$ cat config.mk
export PLATFORM = sky130hd
export DESIGN_NAME = pending_event_encoder
export DESIGN_NICKNAME = d
export VERILOG_FILES = /design/src/rtl/pending_event_encoder_pkg.sv /design/src/rtl/sync_edge_detect.sv /design/src/rtl/pending_event_encoder.sv
export SDC_FILE = /design/constraint.sdc
export NUM_CORES = 1
export LEC_CHECK = 0
export CELL_PAD_IN_SITES_DETAIL_PLACEMENT = 0
export CELL_PAD_IN_SITES_GLOBAL_PLACEMENT = 1
export CORE_AREA = 2 2 59 61
export CTS_BUF_LIST = sky130_fd_sc_hd__clkbuf_16
export CTS_CLUSTER_SIZE = 40
export DETAILED_ROUTE_END_ITERATION = 12
export DIE_AREA = 0 0 61 63
export PLACE_DENSITY = 0.84
export SLEW_MARGIN = 30
export SYNTH_ARGS = -nofsm -noshare
export SYNTH_HDL_FRONTEND = slang
export SYNTH_SLANG_ARGS = --single-unit
$ cat constraint.sdc
create_clock -name clk -period 2.29 [get_ports clk]
set_clock_uncertainty 0.2 [all_clocks]
set_input_delay 0.458 -clock clk [delete_from_list [all_inputs] [get_ports clk]]
set_output_delay 0.458 -clock clk [all_outputs]
set_load 0.1 [all_outputs]
$ cat src/rtl/pending_event_encoder_pkg.sv
// Shared constants, FSM state type and the priority-select helper
// for the pending event encoder.
package pending_event_encoder_pkg;

    localparam int NUM_LINES = 8;
    localparam int CODE_W    = 3;

    typedef enum logic {
        IDLE    = 1'b0,
        PRESENT = 1'b1
    } state_e;

    // Return the first set bit of vec found by scanning upward from start,
    // wrapping around. The index arithmetic wraps naturally in CODE_W bits.
    function automatic logic [CODE_W-1:0] sel_from(
        input logic [NUM_LINES-1:0] vec,
        input logic [CODE_W-1:0]    start
    );
        logic [CODE_W-1:0] res;
        logic [CODE_W-1:0] idx;
        logic              found;
        res   = '0;
        idx   = '0;
        found = 1'b0;
        for (int i = 0; i < NUM_LINES; i++) begin
            idx = start + CODE_W'(i);
            if (!found && vec[idx]) begin
                res   = idx;
                found = 1'b1;
            end
        end
        return res;
    endfunction

endpackage

$ cat src/rtl/sync_edge_detect.sv
// Input synchronizer (SYNC_STAGES deep, 0 = bypass), previous-value
// register and per-line rising-edge detection for all request lines.
module sync_edge_detect
    import pending_event_encoder_pkg::*;
#(
    parameter int SYNC_STAGES = 2
) (
    input  logic                 clk,
    input  logic                 rst_n,
    input  logic [NUM_LINES-1:0] req_i,
    output logic [NUM_LINES-1:0] rise_o
);

    logic [NUM_LINES-1:0] sync;
    logic [NUM_LINES-1:0] prev_q;
    logic [NUM_LINES-1:0] prev_d;

    generate
        if (SYNC_STAGES == 0) begin : g_bypass
            assign sync = req_i;
        end else begin : g_sync
            logic [SYNC_STAGES-1:0][NUM_LINES-1:0] sync_q;
            logic [SYNC_STAGES-1:0][NUM_LINES-1:0] sync_d;

            // Shift the raw request lines through the synchronizer chain.
            always_comb begin
                sync_d[0] = req_i;
                for (int s = 1; s < SYNC_STAGES; s++) begin
                    sync_d[s] = sync_q[s-1];
                end
            end

            // Synchronizer flops.
            always_ff @(posedge clk or negedge rst_n) begin
                if (!rst_n) sync_q <= '0;
                else        sync_q <= sync_d;
            end

            assign sync = sync_q[SYNC_STAGES-1];
        end
    endgenerate

    // prev clears on reset, so a line held high across reset release
    // yields exactly one rise.
    always_comb begin
        prev_d = sync;
    end

    // Previous-value register for edge detection.
    always_ff @(posedge clk or negedge rst_n) begin
        if (!rst_n) prev_q <= '0;
        else        prev_q <= prev_d;
    end

    assign rise_o = sync & ~prev_q;

endmodule

$ cat src/rtl/pending_event_encoder.sv
// Pending event encoder: latches rising edges of 8 asynchronous request
// lines into a pending register and presents one index at a time over a
// valid/ready handshake. Optional macro ROUND_ROBIN_EN switches the
// selector from fixed lowest-index priority to round-robin.
module pending_event_encoder
    import pending_event_encoder_pkg::*;
#(
    parameter int SYNC_STAGES = 2
) (
    input  logic                 clk,
    input  logic                 rst_n,
    input  logic [NUM_LINES-1:0] req_i,
    output logic [CODE_W-1:0]    code_o,
    output logic                 valid_o,
    input  logic                 ready_i,
    output logic [NUM_LINES-1:0] pending_o,
    output logic                 overflow_o,
    input  logic                 clr_ovf_i
);

    logic [NUM_LINES-1:0] rise;
    logic [NUM_LINES-1:0] clr;
    logic                 accept;
    logic [NUM_LINES-1:0] pending_q, pending_d;
    logic                 ovf_q, ovf_d;
    state_e               state_q, state_d;
    logic [CODE_W-1:0]    code_q, code_d;
    logic [CODE_W-1:0]    sel_start;

    sync_edge_detect #(
        .SYNC_STAGES (SYNC_STAGES)
    ) u_sync (
        .clk    (clk),
        .rst_n  (rst_n),
        .req_i  (req_i),
        .rise_o (rise)
    );

    // Handshake accept and the one-hot clear of the presented line.
    always_comb begin
        accept = (state_q == PRESENT) && ready_i;
        clr    = '0;
        if (accept) clr[code_q] = 1'b1;
    end

    // Pending update; a rise on the line being cleared wins and is not
    // counted as lost. A new loss outranks a same-cycle clear request.
    always_comb begin
        pending_d = (pending_q & ~clr) | rise;
        ovf_d     = (ovf_q & ~clr_ovf_i) | (|(rise & pending_q & ~clr));
    end

`ifdef ROUND_ROBIN_EN
    logic [CODE_W-1:0] ptr_q, ptr_d;

    // Search starts just past the last granted line; pointer moves on accept.
    always_comb begin
        sel_start = ptr_q + CODE_W'(1);
        ptr_d     = accept ? code_q : ptr_q;
    end

    // Round-robin pointer register.
    always_ff @(posedge clk or negedge rst_n) begin
        if (!rst_n) ptr_q <= CODE_W'(NUM_LINES - 1);
        else        ptr_q <= ptr_d;
    end
`else
    // Fixed priority: always search from line 0.
    always_comb begin
        sel_start = '0;
    end
`endif

    // Presentation FSM next-state: code is loaded only on entry to PRESENT.
    always_comb begin
        state_d = state_q;
        code_d  = code_q;
        case (state_q)
            IDLE: begin
                if (pending_q != '0) begin
                    code_d  = sel_from(pending_q, sel_start);
                    state_d = PRESENT;
                end
            end
            PRESENT: begin
                if (ready_i) state_d = IDLE;
            end
            default: state_d = IDLE;
        endcase
    end

    // State, code, pending and overflow registers.
    always_ff @(posedge clk or negedge rst_n) begin
        if (!rst_n) begin
            state_q   <= IDLE;
            code_q    <= '0;
            pending_q <= '0;
            ovf_q     <= 1'b0;
        end else begin
            state_q   <= state_d;
            code_q    <= code_d;
            pending_q <= pending_d;
            ovf_q     <= ovf_d;
        end
    end

    assign code_o     = code_q;
    assign valid_o    = (state_q == PRESENT);
    assign pending_o  = pending_q;
    assign overflow_o = ovf_q;

endmodule

-- Yosys cells after proc, flatten, opt, wreduce, memory -nomap -nowiden
Cells that the tools add are included.
- bits in registers: 37
- latch bits: 0
- RAM bits: 0
- bits in read-only memories: 0
- output and inout port bits: 13
- memories kept: 0
- $add $sub $neg: 0
- multipliers: 0
- divide/modulo/power cells: 0
- order comparisons: 2
- equality and inequality tests: 0
- shift-type cells: 0
- muxes and demuxes: 34
- bitwise gates (word level): 11
- reduce and logical (&&, ||, !) cells: 19
- operators by type and width (kind ; number):
    $and 8x8->8 ; 4
    $mux 1 ; 25
    $mux 3 ; 6
    $not 8->8 ; 2
    $logic_and 1x1->1 ; 9
    $mux 8 ; 1
    $or 8x8->8 ; 1
    $reduce_bool 8->1 ; 1
    $reduce_or 8->1 ; 1
    $logic_not 1->1 ; 7
    $lt 3x4->1 const B ; 1
    $demux 1 s3 ; 1
    $ge 3x1->1 const B ; 1
    $not 1->1 ; 2
    $pmux 1 s2 ; 1
    $reduce_and 2->1 ; 1
    $and 1x1->1 ; 1
    $or 1x1->1 ; 1

-- Logic depth before layout (Yosys ltp)
Gate-level depths: netlist of run 1.
- word-level depth: 36
- depth in mapped cells: 4

-- Hierarchy
A second synthesis of run 1 with hierarchy kept.
- cell total of the unflattened synthesis: 101
- area total of the unflattened synthesis: 1388.8 um^2
- modules (own cells, without submodules) (module ; instances ; cells each ; area an instance (um^2) ; sequential area each (um^2)):
    sync_edge_detect ; 1 ; 32 ; 710.7 ; 600.6
    pending_event_encoder ; 1 ; 69 ; 678.2 ; 325.3

-- Least setup slack after synthesis of run 1
OpenSTA, ideal clock, no wires.
- kind: flip-flop to flip-flop
- start point: reg code_q[2] (netlist: code_o[2])
- end point: reg ovf_q (netlist: overflow_o)
- library setup time: 0.138 ns
- arrival time: 2.247 ns
- data required time: 1.952 ns
- path slack: -0.296 ns
- stages on the path, launching flop included: 5
- buffers on the path: 0
- clock period less this slack: 2.586 ns
- cells stage by stage: dfrtp_1 > inv_1 > or3_1 > a41o_1 > or4_1
- cells in the longest elaborated chain, start to end: 9
- elaborated cells on any way between the ends: 10
- those cells by class: 2 x order compare; 3 x mux; 3 x bitwise; 2 x reduce/logical
- RTL lines (element ; RTL line ; RTL):
    start, declared ; pending_event_encoder.sv:27 ; logic [CODE_W-1:0] code_q, code_d;
    start signal, assigned ; pending_event_encoder.sv:101 ; code_q <= code_d;
    $lt 3x4->1 (not written as such) or $ge 3x1->1 (tied branches) ; pending_event_encoder.sv:43 ; if (accept) clr[code_q] = 1'b1;
    $logic_and 1x1->1 (not written as such) ; pending_event_encoder.sv:43 ;
    $mux 1 (not written as such) ; pending_event_encoder.sv:43 ;
    $demux 1 s3 (*) ; pending_event_encoder.sv:43 ;
    $mux 8 (*) ; pending_event_encoder.sv:43 ;
    $not 8->8 (*) ; pending_event_encoder.sv:50 ; ovf_d = (ovf_q & ~clr_ovf_i) | (|(rise & pending_q & ~clr));
    $and 8x8->8 (*) ; pending_event_encoder.sv:50 ;
    $reduce_or 8->1 (*) ; pending_event_encoder.sv:50 ;
    $or 1x1->1 (*) ; pending_event_encoder.sv:50 ;
    via ovf_d ; pending_event_encoder.sv:25 ; logic ovf_q, ovf_d;
    end signal, assigned ; pending_event_encoder.sv:103 ; ovf_q <= ovf_d;
    end, declared ; pending_event_encoder.sv:25 ;
Mark *: on every way through the listed nets, which the timed path passes. The rest lies on a longest branch.
A chain may end at the register's enable or synchronous reset.

-- Worst setup path after layout of run 1
- start point: in ready_i
- end point: reg ovf_q (netlist: overflow_o)
- cells in the longest elaborated chain, start to end: 6
- RTL lines (element ; RTL line ; RTL):
    start, declared ; pending_event_encoder.sv:15 ; input logic ready_i,
    $logic_and 1x1->1 ; pending_event_encoder.sv:41 ; accept = (state_q == PRESENT) && ready_i;
    $mux 8 ; pending_event_encoder.sv:43 ;
    $not 8->8 ; pending_event_encoder.sv:50 ;
    $and 8x8->8 ; pending_event_encoder.sv:50 ;
    $reduce_or 8->1 ; pending_event_encoder.sv:50 ;
    $or 1x1->1 ; pending_event_encoder.sv:50 ;
    via ovf_d ; pending_event_encoder.sv:25 ;
The timed path passes the listed nets, and every way through them passes these cells.

==> results of run 1 <==
-- path summary, 6_finish.rpt --
| kind | slack (ns) | from | endpoint |
|---|---|---|---|
| hold reg to reg | 0.15 | u_sync.g_sync.sync_d[12] | u_sync.prev_d[4] |
| setup / recovery | 0.04 | ready_i | overflow_o |
| hold / removal | 0.15 | u_sync.g_sync.sync_d[12] | u_sync.prev_d[4] |
| min in group asynchronous | 0.40 | rst_n | u_sync.prev_q[6] |
| max in group asynchronous | 1.14 | rst_n | valid_o |
| setup reg to reg | 0.21 | code_o[2] | overflow_o |
-- synth_stat cells --
cell type,number
o32a_1,1
a22o_1,1
nand2_1,7
dfrtp_1,37
nand2_2,1
nor2_1,2
mux2_2,1
nor3_1,1
nor2b_1,2
o221ai_1,1
o31ai_1,3
mux2i_1,1
or4_1,2
nor3_2,1
or3_1,1
o311ai_0,1
or3b_1,1
o22ai_1,2
o21ai_0,3
inv_1,3
a211oi_1,1
and3b_2,1
nand2b_1,9
o21ai_1,1
a21oi_1,3
a41o_1,1
nand3b_1,1
-- layer usage --
metal	up-vias	GRT usage	part of all wire
met5	-	0	0
met4	0	0.0571	0.0048
met3	2	0.0621	0.076
met2	36	0.200	0.50
met1	404	0.169	0.42
li1	395	-	-
-- layout make-up --
class	count	area [um^2]	area share
Clock buffer	5	125	0.0704
Clock inverter	3	65.1	0.0366
Inverter	3	11.3	0.00633
Multi-Input combinational cell	49	317	0.178
Sequential cell	37	935	0.526
Tap cell	46	57.6	0.0324
Timing Repair Buffer	32	268	0.151
-- kinds of logic after synthesis --
logic type	count (synthesis)	share of synthesized area
buffers and inverters	3	0.00898
DFF	37	0.739
AOI/OAI and AO/OA	18	0.0988
and+or+nand+nor	29	0.137
muxes	2	0.0170
-- critical path, delay by kind of cell --
| family | cells | cell delay [ns] |
|---|---|---|
| AOI/OAI and AO/OA | 1 | 0.24 |
| and+or+nand+nor | 3 | 0.99 |
| buffers and inverters | 1 | 0.50 |
-- power by group through the flow --
stage	clock, mW	combinational, mW	sequential [mW]
after floorplan	0	0.0682	0.953
after global placement	0	0.398	0.761
after detailed placement	0	0.401	0.764
after CTS	0.879	0.406	0.753
after global routing	0.919	0.424	0.759
final	0.860	0.403	0.752
-- state kept, by name, indices dropped and copies added, names as in the netlist --
register,count
u_sync.g_sync.sync_d,8
u_sync.prev_d,8
u_sync.prev_q,8
code_o,3
valid_o,1
pending_o,8
overflow_o,1
-- per-stage QoR --
step	power [mW]	TNS, ns	setup WS (ns)	hold WS (ns)	utilization
floorplan	1.02	0	0.0132	-0.0376	-
global placement	1.16	-0.195	-0.195	0.132	0.491
detailed placement	1.16	-0.212	-0.212	0.138	0.491
CTS	2.04	0	0.0557	0.150	0.550
global route	2.10	0	0.0312	0.155	0.550
finish	2.01	0	0.0412	0.148	0.550
==> reports/qor.yml, run 1 <==
power:
  peakVddDrop_v: 0.000550
  p_leak_nw: 0.757
  swShare: 0.282
  power.switching_mw: 0.569
  power_density_nw_per_um2: 1130
  p_int_mw: 1.45
  power_frac_seq: 0.373
  power.share.combinational: 0.200
  p_clk_frac: 0.427
global_route:
  grt_first_pass_wirelength_um: 3740
  grt_usage: 0.136
  grt_pass1_vias: 804
  grt_max_degree: 38
  grt_remaining_overflow: 0
  antenna_found_initial: 0
placement:
  port_buffers: 24
  dp_hpwl_um: 1560
  placed_area_um2: 1590
  gp_congestion: 0.843
  placedCellCount: 167
drt:
  drc: 0
  vias: 837
  antenna_left: 0
  totalWireLength_um: 2280
  vias_per_cell: 4.78
  wire_per_inst_um: 13.0
  initialDrtViolationCount: 48
  drt-pass1-iter-count: 4
floorplanning:
  die_area_um2: 3840
  num_rows: 21
  ios: 25
  start_util: 0.388
  core_area_um2: 3230
  die_h_um: 63
  die_w_um: 61
clock_network:
  path_clk_slew_ns: 0.05
  cts_buffer_depth: 2
  cts-buffers-inserted: 5
  postCtsSetupBuffers: 0
  insertion_delay_ns: 0.27
  cts_resized: 0
  root_buffer: "clkbuf_16"
  cts-htree-levels: 2
  ctsHoldBuffers: 0
  cts_tree: "yes"
  clkSinkCount: 37
synthesis:
  syn_avg_cell_area_um2: 14.1
  synth_cells: 89
  yosys_register_bits: 37
  syn-cell-area_um2: 1250
  synth_top_area_share: 0.739
  netlist-cell-type-count: 27
  yosysTopAreaCell: "dfrtp_1"
  synth.area.top_cells: "dfrtp_1 74%, nand2b_1 4.5%, nand2_1 2.1%, o31ai_1 1.8%, a21oi_1 1.2%"
  yosysSeqAreaShare: 0.739
  synth_nets: 101
  synth_warnings: 0
timing:
  finalHoldViolCount: 0
  grt_setup_unrepaired: "no"
  drv_slew: 0
  fin_crit_sh: 0.982
  finalSetupViolCount: 0
  slew_headroom: 0.706
  tightest_slew_ns: 0.442
  timing.final.crit_period_ns: 2.25
  fmax_mhz: 445
final_layout:
  drive_above_1_share: 0.310
  layout_common_cells: "30 x dfrtp_1, 21 x buf_4, 11 x clkdlybuf4s50_1"
  fillers: 290
  fin_area_um2: 1780
  instances_no_fill: 175
  final_common_cell: "dfrtp_1"
  diodes: 0
  areaGrowthSynthToFinish_pct: 41.8
  nets: 140
min_path:
  hold_path_class: "reg -> reg"
  hold-path-cell-count: 0
critical_path:
  path_class: "in -> reg"
  cp.arrival_ns: 2.19
  reg2reg_depth: 4
  critPathSlowestCell: "or4_1"
  end_kind: "register"
  crit_chain: "clkdlybuf4s50_1, nand2b_1, or3_1, a41o_1, or4_1"
  cp_max_fo: 3
  worst_path_largest_cell_delay_ns: 0.52
  cp-start-kind: "input pin"
  crit_required_ns: 2.23
run_status:
  status: "finished clean"
flow_run:
  drv_cap: 0
(Power assumes the default switching activity.)
==> run 2: changes to the inputs <==
--- a/config.mk
+++ b/config.mk
@@ -9,6 +9,7 @@
 export CELL_PAD_IN_SITES_GLOBAL_PLACEMENT = 1
 export CORE_AREA = 2 2 59 61
 export CTS_BUF_LIST = sky130_fd_sc_hd__clkbuf_16
+export CTS_CLUSTER_DIAMETER = 80
 export CTS_CLUSTER_SIZE = 40
 export DETAILED_ROUTE_END_ITERATION = 12
 export DIE_AREA = 0 0 61 63
==> results of run 2 <==
The final DEF is identical to that of run 1; final timing and power are the same.
